==> src/rtl/ravenoc_pkg.sv <==
// Shared NoC types: flit encodings, head-flit layout and the AXI-to-packetiser
// beat handshake structures.
package ravenoc_pkg;

    localparam int FLIT_DATA_WIDTH = 32;
    localparam int FLIT_TP_WIDTH   = 2;
    localparam int N_VIRT_CHN      = 3;
    localparam int VC_WIDTH        = $clog2(N_VIRT_CHN);
    localparam int X_WIDTH         = 2;
    localparam int Y_WIDTH         = 2;
    localparam int PKT_WIDTH       = 8;
    localparam int HEAD_DATA_WIDTH = FLIT_DATA_WIDTH - X_WIDTH - Y_WIDTH - PKT_WIDTH;

    typedef enum logic [FLIT_TP_WIDTH-1:0] {
        HEAD_FLIT      = 2'b00,
        BODY_FLIT      = 2'b01,
        TAIL_FLIT      = 2'b10,
        HEAD_TAIL_FLIT = 2'b11
    } flit_type_t;

    typedef struct packed {
        logic [X_WIDTH-1:0]         x_dest;
        logic [Y_WIDTH-1:0]         y_dest;
        logic [PKT_WIDTH-1:0]       pkt_size;
        logic [HEAD_DATA_WIDTH-1:0] data;
    } s_flit_head_data_t;

    typedef struct packed {
        logic                       valid;
        logic [VC_WIDTH-1:0]        vc_id;
        logic                       req_new;
        logic                       req_last;
        logic [PKT_WIDTH-1:0]       pkt_sz;
        logic [FLIT_DATA_WIDTH-1:0] flit_data_width;
    } s_pkt_out_req_t;

    typedef struct packed {
        logic ready;
    } s_pkt_out_resp_t;

endpackage

==> src/rtl/flit_out_reg.sv <==
// One-entry valid/ready output register towards the router; the downstream
// ready is selected by the VC of the flit currently held.
module flit_out_reg #(
    parameter int FLIT_WIDTH = ravenoc_pkg::FLIT_TP_WIDTH + ravenoc_pkg::FLIT_DATA_WIDTH,
    parameter int N_VIRT_CHN = ravenoc_pkg::N_VIRT_CHN,
    parameter int VC_WIDTH   = ravenoc_pkg::VC_WIDTH
) (
    input  logic                  clk,
    input  logic                  rst_n,
    input  logic                  load_i,
    input  logic [FLIT_WIDTH-1:0] flit_i,
    input  logic [VC_WIDTH-1:0]   vc_i,
    input  logic [N_VIRT_CHN-1:0] ready_i,
    output logic [FLIT_WIDTH-1:0] flit_o,
    output logic [VC_WIDTH-1:0]   vc_o,
    output logic                  valid_o,
    output logic                  out_ok_o
);

    logic [FLIT_WIDTH-1:0] flit_q, flit_d;
    logic [VC_WIDTH-1:0]   vc_q, vc_d;
    logic                  valid_q, valid_d;
    logic                  taken;

    assign taken    = valid_q & ready_i[vc_q];
    assign out_ok_o = ~valid_q | ready_i[vc_q];

    // A load in the same cycle as a take replaces the entry without a bubble.
    always_comb begin
        flit_d  = flit_q;
        vc_d    = vc_q;
        valid_d = valid_q & ~taken;
        if (load_i) begin
            flit_d  = flit_i;
            vc_d    = vc_i;
            valid_d = 1'b1;
        end
    end

    always_ff @(posedge clk) begin
        if (!rst_n) begin
            flit_q  <= '0;
            vc_q    <= '0;
            valid_q <= 1'b0;
        end else begin
            flit_q  <= flit_d;
            vc_q    <= vc_d;
            valid_q <= valid_d;
        end
    end

    assign flit_o  = flit_q;
    assign vc_o    = vc_q;
    assign valid_o = valid_q;

endmodule

==> src/rtl/pkt_gen.sv <==
// Packetiser: turns the AXI write-beat stream into HEAD/BODY/TAIL NoC flits,
// checking the beat count against req_last and draining over-long packets.
module pkt_gen #(
    parameter int FLIT_DATA_WIDTH = ravenoc_pkg::FLIT_DATA_WIDTH,
    parameter int FLIT_TP_WIDTH   = ravenoc_pkg::FLIT_TP_WIDTH,
    parameter int N_VIRT_CHN      = ravenoc_pkg::N_VIRT_CHN,
    parameter int VC_WIDTH        = $clog2(N_VIRT_CHN),
    parameter int X_WIDTH         = ravenoc_pkg::X_WIDTH,
    parameter int Y_WIDTH         = ravenoc_pkg::Y_WIDTH,
    parameter int PKT_WIDTH       = ravenoc_pkg::PKT_WIDTH
) (
    input  logic                                     clk_axi,
    input  logic                                     rst_axi_n,
    input  ravenoc_pkg::s_pkt_out_req_t              pkt_out_req,
    output ravenoc_pkg::s_pkt_out_resp_t             pkt_out_resp,
    output logic [FLIT_TP_WIDTH+FLIT_DATA_WIDTH-1:0] flit_o,
    output logic [VC_WIDTH-1:0]                      flit_vc_o,
    output logic                                     flit_valid_o,
    input  logic [N_VIRT_CHN-1:0]                    flit_ready_i,
    output logic                                     pkt_err_o
);

    import ravenoc_pkg::*;

    typedef enum logic [1:0] {
        ST_IDLE    = 2'd0,
        ST_PAYLOAD = 2'd1,
        ST_DRAIN   = 2'd2
    } state_t;

    localparam logic [PKT_WIDTH:0] REM_ONE = 1;

    state_t                     state_q, state_d;
    logic [PKT_WIDTH:0]         rem_q, rem_d;
    logic [VC_WIDTH-1:0]        vc_lock_q, vc_lock_d;
    logic                       pkt_err_q, pkt_err_d;

    logic                       out_ok;
    logic                       accept;
    logic                       load;
    flit_type_t                 flit_type;
    logic [FLIT_DATA_WIDTH-1:0] load_data;
    logic [FLIT_DATA_WIDTH-1:0] head_data;
    logic [VC_WIDTH-1:0]        load_vc;
    logic [PKT_WIDTH:0]         first_rem;
    logic                       unused_req_new;

    assign unused_req_new = pkt_out_req.req_new;

    assign pkt_out_resp.ready = rst_axi_n & ((state_q == ST_DRAIN) | out_ok);
    assign accept             = pkt_out_req.valid & pkt_out_resp.ready;

    // pkt_sz of zero encodes a full 2**PKT_WIDTH-beat packet.
    assign first_rem = (pkt_out_req.pkt_sz == '0) ? {1'b0, {PKT_WIDTH{1'b1}}}
                                                  : {1'b0, pkt_out_req.pkt_sz} - REM_ONE;

    assign head_data = {pkt_out_req.flit_data_width[FLIT_DATA_WIDTH-1 -: X_WIDTH+Y_WIDTH],
                        pkt_out_req.pkt_sz,
                        pkt_out_req.flit_data_width[FLIT_DATA_WIDTH-X_WIDTH-Y_WIDTH-PKT_WIDTH-1:0]};

    always_comb begin
        state_d   = state_q;
        rem_d     = rem_q;
        vc_lock_d = vc_lock_q;
        pkt_err_d = 1'b0;
        load      = 1'b0;
        flit_type = BODY_FLIT;
        load_data = pkt_out_req.flit_data_width;
        load_vc   = vc_lock_q;
        if (accept) begin
            case (state_q)
                ST_IDLE: begin
                    load      = 1'b1;
                    load_data = head_data;
                    load_vc   = pkt_out_req.vc_id;
                    vc_lock_d = pkt_out_req.vc_id;
                    rem_d     = first_rem;
                    if (first_rem == '0) begin
                        flit_type = HEAD_TAIL_FLIT;
                        if (!pkt_out_req.req_last) begin
                            pkt_err_d = 1'b1;
                            state_d   = ST_DRAIN;
                        end
                    end else if (pkt_out_req.req_last) begin
                        flit_type = HEAD_TAIL_FLIT;
                        pkt_err_d = 1'b1;
                    end else begin
                        flit_type = HEAD_FLIT;
                        state_d   = ST_PAYLOAD;
                    end
                end
                ST_PAYLOAD: begin
                    load      = 1'b1;
                    rem_d     = rem_q - REM_ONE;
                    flit_type = TAIL_FLIT;
                    if (rem_q == REM_ONE) begin
                        if (pkt_out_req.req_last) begin
                            state_d = ST_IDLE;
                        end else begin
                            pkt_err_d = 1'b1;
                            state_d   = ST_DRAIN;
                        end
                    end else if (pkt_out_req.req_last) begin
                        pkt_err_d = 1'b1;
                        state_d   = ST_IDLE;
                    end else begin
                        flit_type = BODY_FLIT;
                    end
                end
                ST_DRAIN: begin
                    if (pkt_out_req.req_last) begin
                        state_d = ST_IDLE;
                    end
                end
                default: state_d = ST_IDLE;
            endcase
        end
    end

    always_ff @(posedge clk_axi) begin
        if (!rst_axi_n) begin
            state_q   <= ST_IDLE;
            rem_q     <= '0;
            vc_lock_q <= '0;
            pkt_err_q <= 1'b0;
        end else begin
            state_q   <= state_d;
            rem_q     <= rem_d;
            vc_lock_q <= vc_lock_d;
            pkt_err_q <= pkt_err_d;
        end
    end

    assign pkt_err_o = pkt_err_q;

    flit_out_reg #(
        .FLIT_WIDTH (FLIT_TP_WIDTH + FLIT_DATA_WIDTH),
        .N_VIRT_CHN (N_VIRT_CHN),
        .VC_WIDTH   (VC_WIDTH)
    ) u_flit_out_reg (
        .clk      (clk_axi),
        .rst_n    (rst_axi_n),
        .load_i   (load),
        .flit_i   ({flit_type, load_data}),
        .vc_i     (load_vc),
        .ready_i  (flit_ready_i),
        .flit_o   (flit_o),
        .vc_o     (flit_vc_o),
        .valid_o  (flit_valid_o),
        .out_ok_o (out_ok)
    );

endmodule
==> config.mk <==
export PLATFORM = sky130hd
export DESIGN_NAME = pkt_gen
export DESIGN_NICKNAME = d
export VERILOG_FILES = /design/src/rtl/ravenoc_pkg.sv /design/src/rtl/flit_out_reg.sv /design/src/rtl/pkt_gen.sv
export SDC_FILE = /design/constraint.sdc
export NUM_CORES = 1
export LEC_CHECK = 0
export ABC_AREA = 1
export CORE_ASPECT_RATIO = 1.5
export CORE_MARGIN = 1.5
export CORE_UTILIZATION = 41
export CTS_CLUSTER_DIAMETER = 80
export DETAILED_ROUTE_END_ITERATION = 12
export GPL_ROUTABILITY_DRIVEN = 0
export GPL_TIMING_DRIVEN = 1
export PLACE_DENSITY = 0.74
export SLEW_MARGIN = 40
export SYNTH_ARGS = -nofsm -noshare
export SYNTH_HDL_FRONTEND = slang
export SYNTH_SLANG_ARGS = --single-unit
==> constraint.sdc <==
create_clock -name clk_axi -period 1.7 [get_ports clk_axi]
set_input_delay 0.17 -clock clk_axi [delete_from_list [all_inputs] [get_ports clk_axi]]
set_output_delay 0.17 -clock clk_axi [all_outputs]
set_load 0.01 [all_outputs]
==> flow_summary.yaml <==
worst_setup_path:
  r2r-end: "u_flit_out_reg.flit_o[33]"
  path_class: "reg2reg"
  cp_slowest_stage_delay_ns: 0.34
  crit_chain: "inv_2 -> ha_4 -> inv_2 -> nor4_4 -> buf_4 -> inv_4 -> buf_6 -> ha_4 -> o22ai_2 -> a22oi_1 -> nor2_1"
  regToRegSetupSlack_ns: 0.07
  r2r-start: "rem_q[1]"
  crit_start: "rem_q[1]"
  critPathSlowestCell: "dfxtp_2"
  crit_required_ns: 1.95
  path_max_fanout: 2
  cp.depth: 11
  cp-start-kind: "flip-flop"
  critPathArrivalTime_ns: 1.88
  crit_path_end_kind: "flip-flop"
  cp_top_family: "buffers and inverters"
  crit_end: "u_flit_out_reg.flit_o[33]"
  r2r_cells: 11
  cp_num_buf_inv: 5
cells_and_area:
  nets: 551
  regArea_um2: 1020
  area_growth_syn_to_layout_pct: 57.6
  multi_input_area_um2: 1440
  antenna_cells: 0
  drive_above_1_share_pct: 20.4
  fin_cells: 568
  fill_cells: 549
  postLayoutCoreUtil_pct: 66.2
  design_area_um2: 4030
  layout_commonest_cell: "nand2_1"
  mostFrequentLayoutCells: "nand2_1, clkdlybuf4s50_1, a21oi_1, dfxtp_1, buf_4"
power:
  ir_drop_mv: 0.509
  powerDensity_nw_per_um2: 693
  leakagePower_nw: 1.71
  finalPower_mw: 2.79
cts:
  clk_pin_slew_worst_paths_ns: 0.10
  ctsRootBufferMaster: "clkbuf_8"
  htree_levels: 2
  clk_path_buf_depth: 2
  cts_tree: "yes"
  worstSkewPairLatency_ns: 0.31
  numCtsBuffers: 5
  cts_sinks: 51
drt:
  dr.first_iter.drc_count: 69
  via_count: 2820
  vias_per_cell: 4.96
  post_drt_wl_per_cell_um: 12.6
  drt-pass1-iter-count: 4
  ant_nets: 0
  drc: 0
  wl_um: 7130
synth:
  synth_cell_types: 30
  netlist.top_cell.by_area: "dfxtp_1"
  ys_async_sr_fraction_pct: 0
  avgSynthCellArea_um2: 6.93
  synthesis.area_um2: 2560
  synthTopCellsByArea: "dfxtp_1, nand2_1, a21oi_1, nor2_1, o21ai_0"
  syn_nets: 427
  yosysTopAreaCellShare_pct: 39.9
  synth-edff-count: 0
  ys_seq_area_share_pct: 39.9
  synthCells: 369
  synth_seq_cells: 51
  ys.flop_type: "dfxtp_1"
  ys_warn_count: 0
floorplan:
  ios: 89
  start_util_pct: 42.0
  fp.dieW_um: 67.5
  core_area_um2: 6090
  die-area_um2: 6730
  fp-row-count: 35
  fp.dieH_um: 99.7
timing:
  final.setup_skew_ns: 0.00568
  period_share_pct: 95.9
  drv_slew: 0
  fmaxAchievable_mhz: 614
  min_period_ns: 1.63
  setup_violations: 0
  rsz0062_at_grt: "true"
  slew-limit-headroom_pct: 71.4
  report.final.hold_viol_count: 0
  hold_slack_ns: 0.262
  worst_pin_slew_ns: 0.428
place:
  place_inst: 555
  io_buffers: 87
  dpl-instance-area_um2: 3750
  hpwlAfterDp_um: 5350
run:
  cap_violations: 0
global_route:
  grt_pass1_vias: 2833
  grt_pass1_wl_um: 11900
  antenna_found_initial: 0
  grt_max_degree: 27
  grt_usage_pct: 22.4
  overflow: 0
worst_hold_path:
  hold_path_class: "in2reg"
outcome:
  status: "finished, final reports clean"
-- worst min-delay path by stage --
stage | startpoint | endpoint | slack [ns] | cells past startpoint
floorplan | pkt_out_req[18] | u_flit_out_reg.flit_o[18] | 0.31 | 2
detailed placement | u_flit_out_reg.flit_o[28] | u_flit_out_reg.flit_o[28] | 0.46 | 2
global placement | u_flit_out_reg.flit_o[8] | u_flit_out_reg.flit_o[8] | 0.45 | 2
finish | pkt_out_req[32] | rem_q[0] | 0.26 | 5
global route | pkt_out_req[32] | rem_q[0] | 0.29 | 5
CTS | pkt_out_req[5] | u_flit_out_reg.flit_o[5] | 0.39 | 3
-- metrics by stage --
step	setup TNS, ns	worst slack (ns)
after detailed placement	-6.06	-0.625
after CTS	0	0.00310
after global routing	-0.0184	-0.0184
after global placement	-4.04	-0.541
final	0	0.0705
after floorplan	0	0.0623
-- worst min-delay path: cells and delay by family --
family,cells,cell delay (ns)
buffers and inverters,2,0.21
AOI/OAI and AO/OA,2,0.12
and+or+nand+nor,1,0.04
-- power by group --
| part | internal, mW | leakage [nW] | switching, mW |
|---|---|---|---|
| clock network | 0.306 | 0.0467 | 0.445 |
| logic | 0.386 | 1.25 | 0.348 |
| registers | 1.27 | 0.419 | 0.0424 |
| total | 1.96 | 1.71 | 0.835 |
-- routing by layer --
layer	vias to the layer above	GRT usage (%)	part of all wire, %
met1	1275	24.6	40
li1	1440	-	-
met2	84	40.5	52
met3	21	4.52	5.0
met4	0	9.11	3.2
met5	-	0	0
-- cells by family after synthesis --
kind of cell | Yosys count | share of synthesized area (%)
fa+ha+maj | 8 | 3.91
simple gates | 171 | 27.7
flops | 51 | 39.9
xor+xnor | 6 | 2.05
compound gates | 83 | 17.2
buf+inv | 50 | 9.20
-- layout make-up --
cell class / count / share of cell area, %
multi-input combinational: 268 / 35.6
timing repair buffer: 134 / 31.0
sequential: 51 / 25.4
inverter: 33 / 3.26
tap: 74 / 2.30
clock buffer: 5 / 1.71
clock inverter: 3 / 0.683
-- repair_timing --
action                                 in CTS  in global routing
setup endpoints to repair                   4                  8
hold buffers                                0                  0
pin swaps                                   6                 16
resized for setup                          26                 37
endpoints found under the hold margin       0                  0
setup buffers                               3                  2
-- sequential cells by signal, indices dropped and copies added (netlist names) --
signal                  count
u_flit_out_reg.flit_o      34
rem_q                       9
pkt_err_o                   1
state_q                     2
u_flit_out_reg.vc_o         2
u_flit_out_reg.valid_o      1
vc_lock_q                   2
-- synth_stat cells (4+ instances only) --
library cell and n:
a21oi_1 50, buf_6 5, clkbuf_1 8, dfxtp_1 51, ha_1 8, inv_1 29, nand2_1 101, nand3_1 17
nor2_1 37, nor3_1 4, o211a_1 4, o21ai_0 25, xor2_1 5
Power figures use the tool's default switching activity.
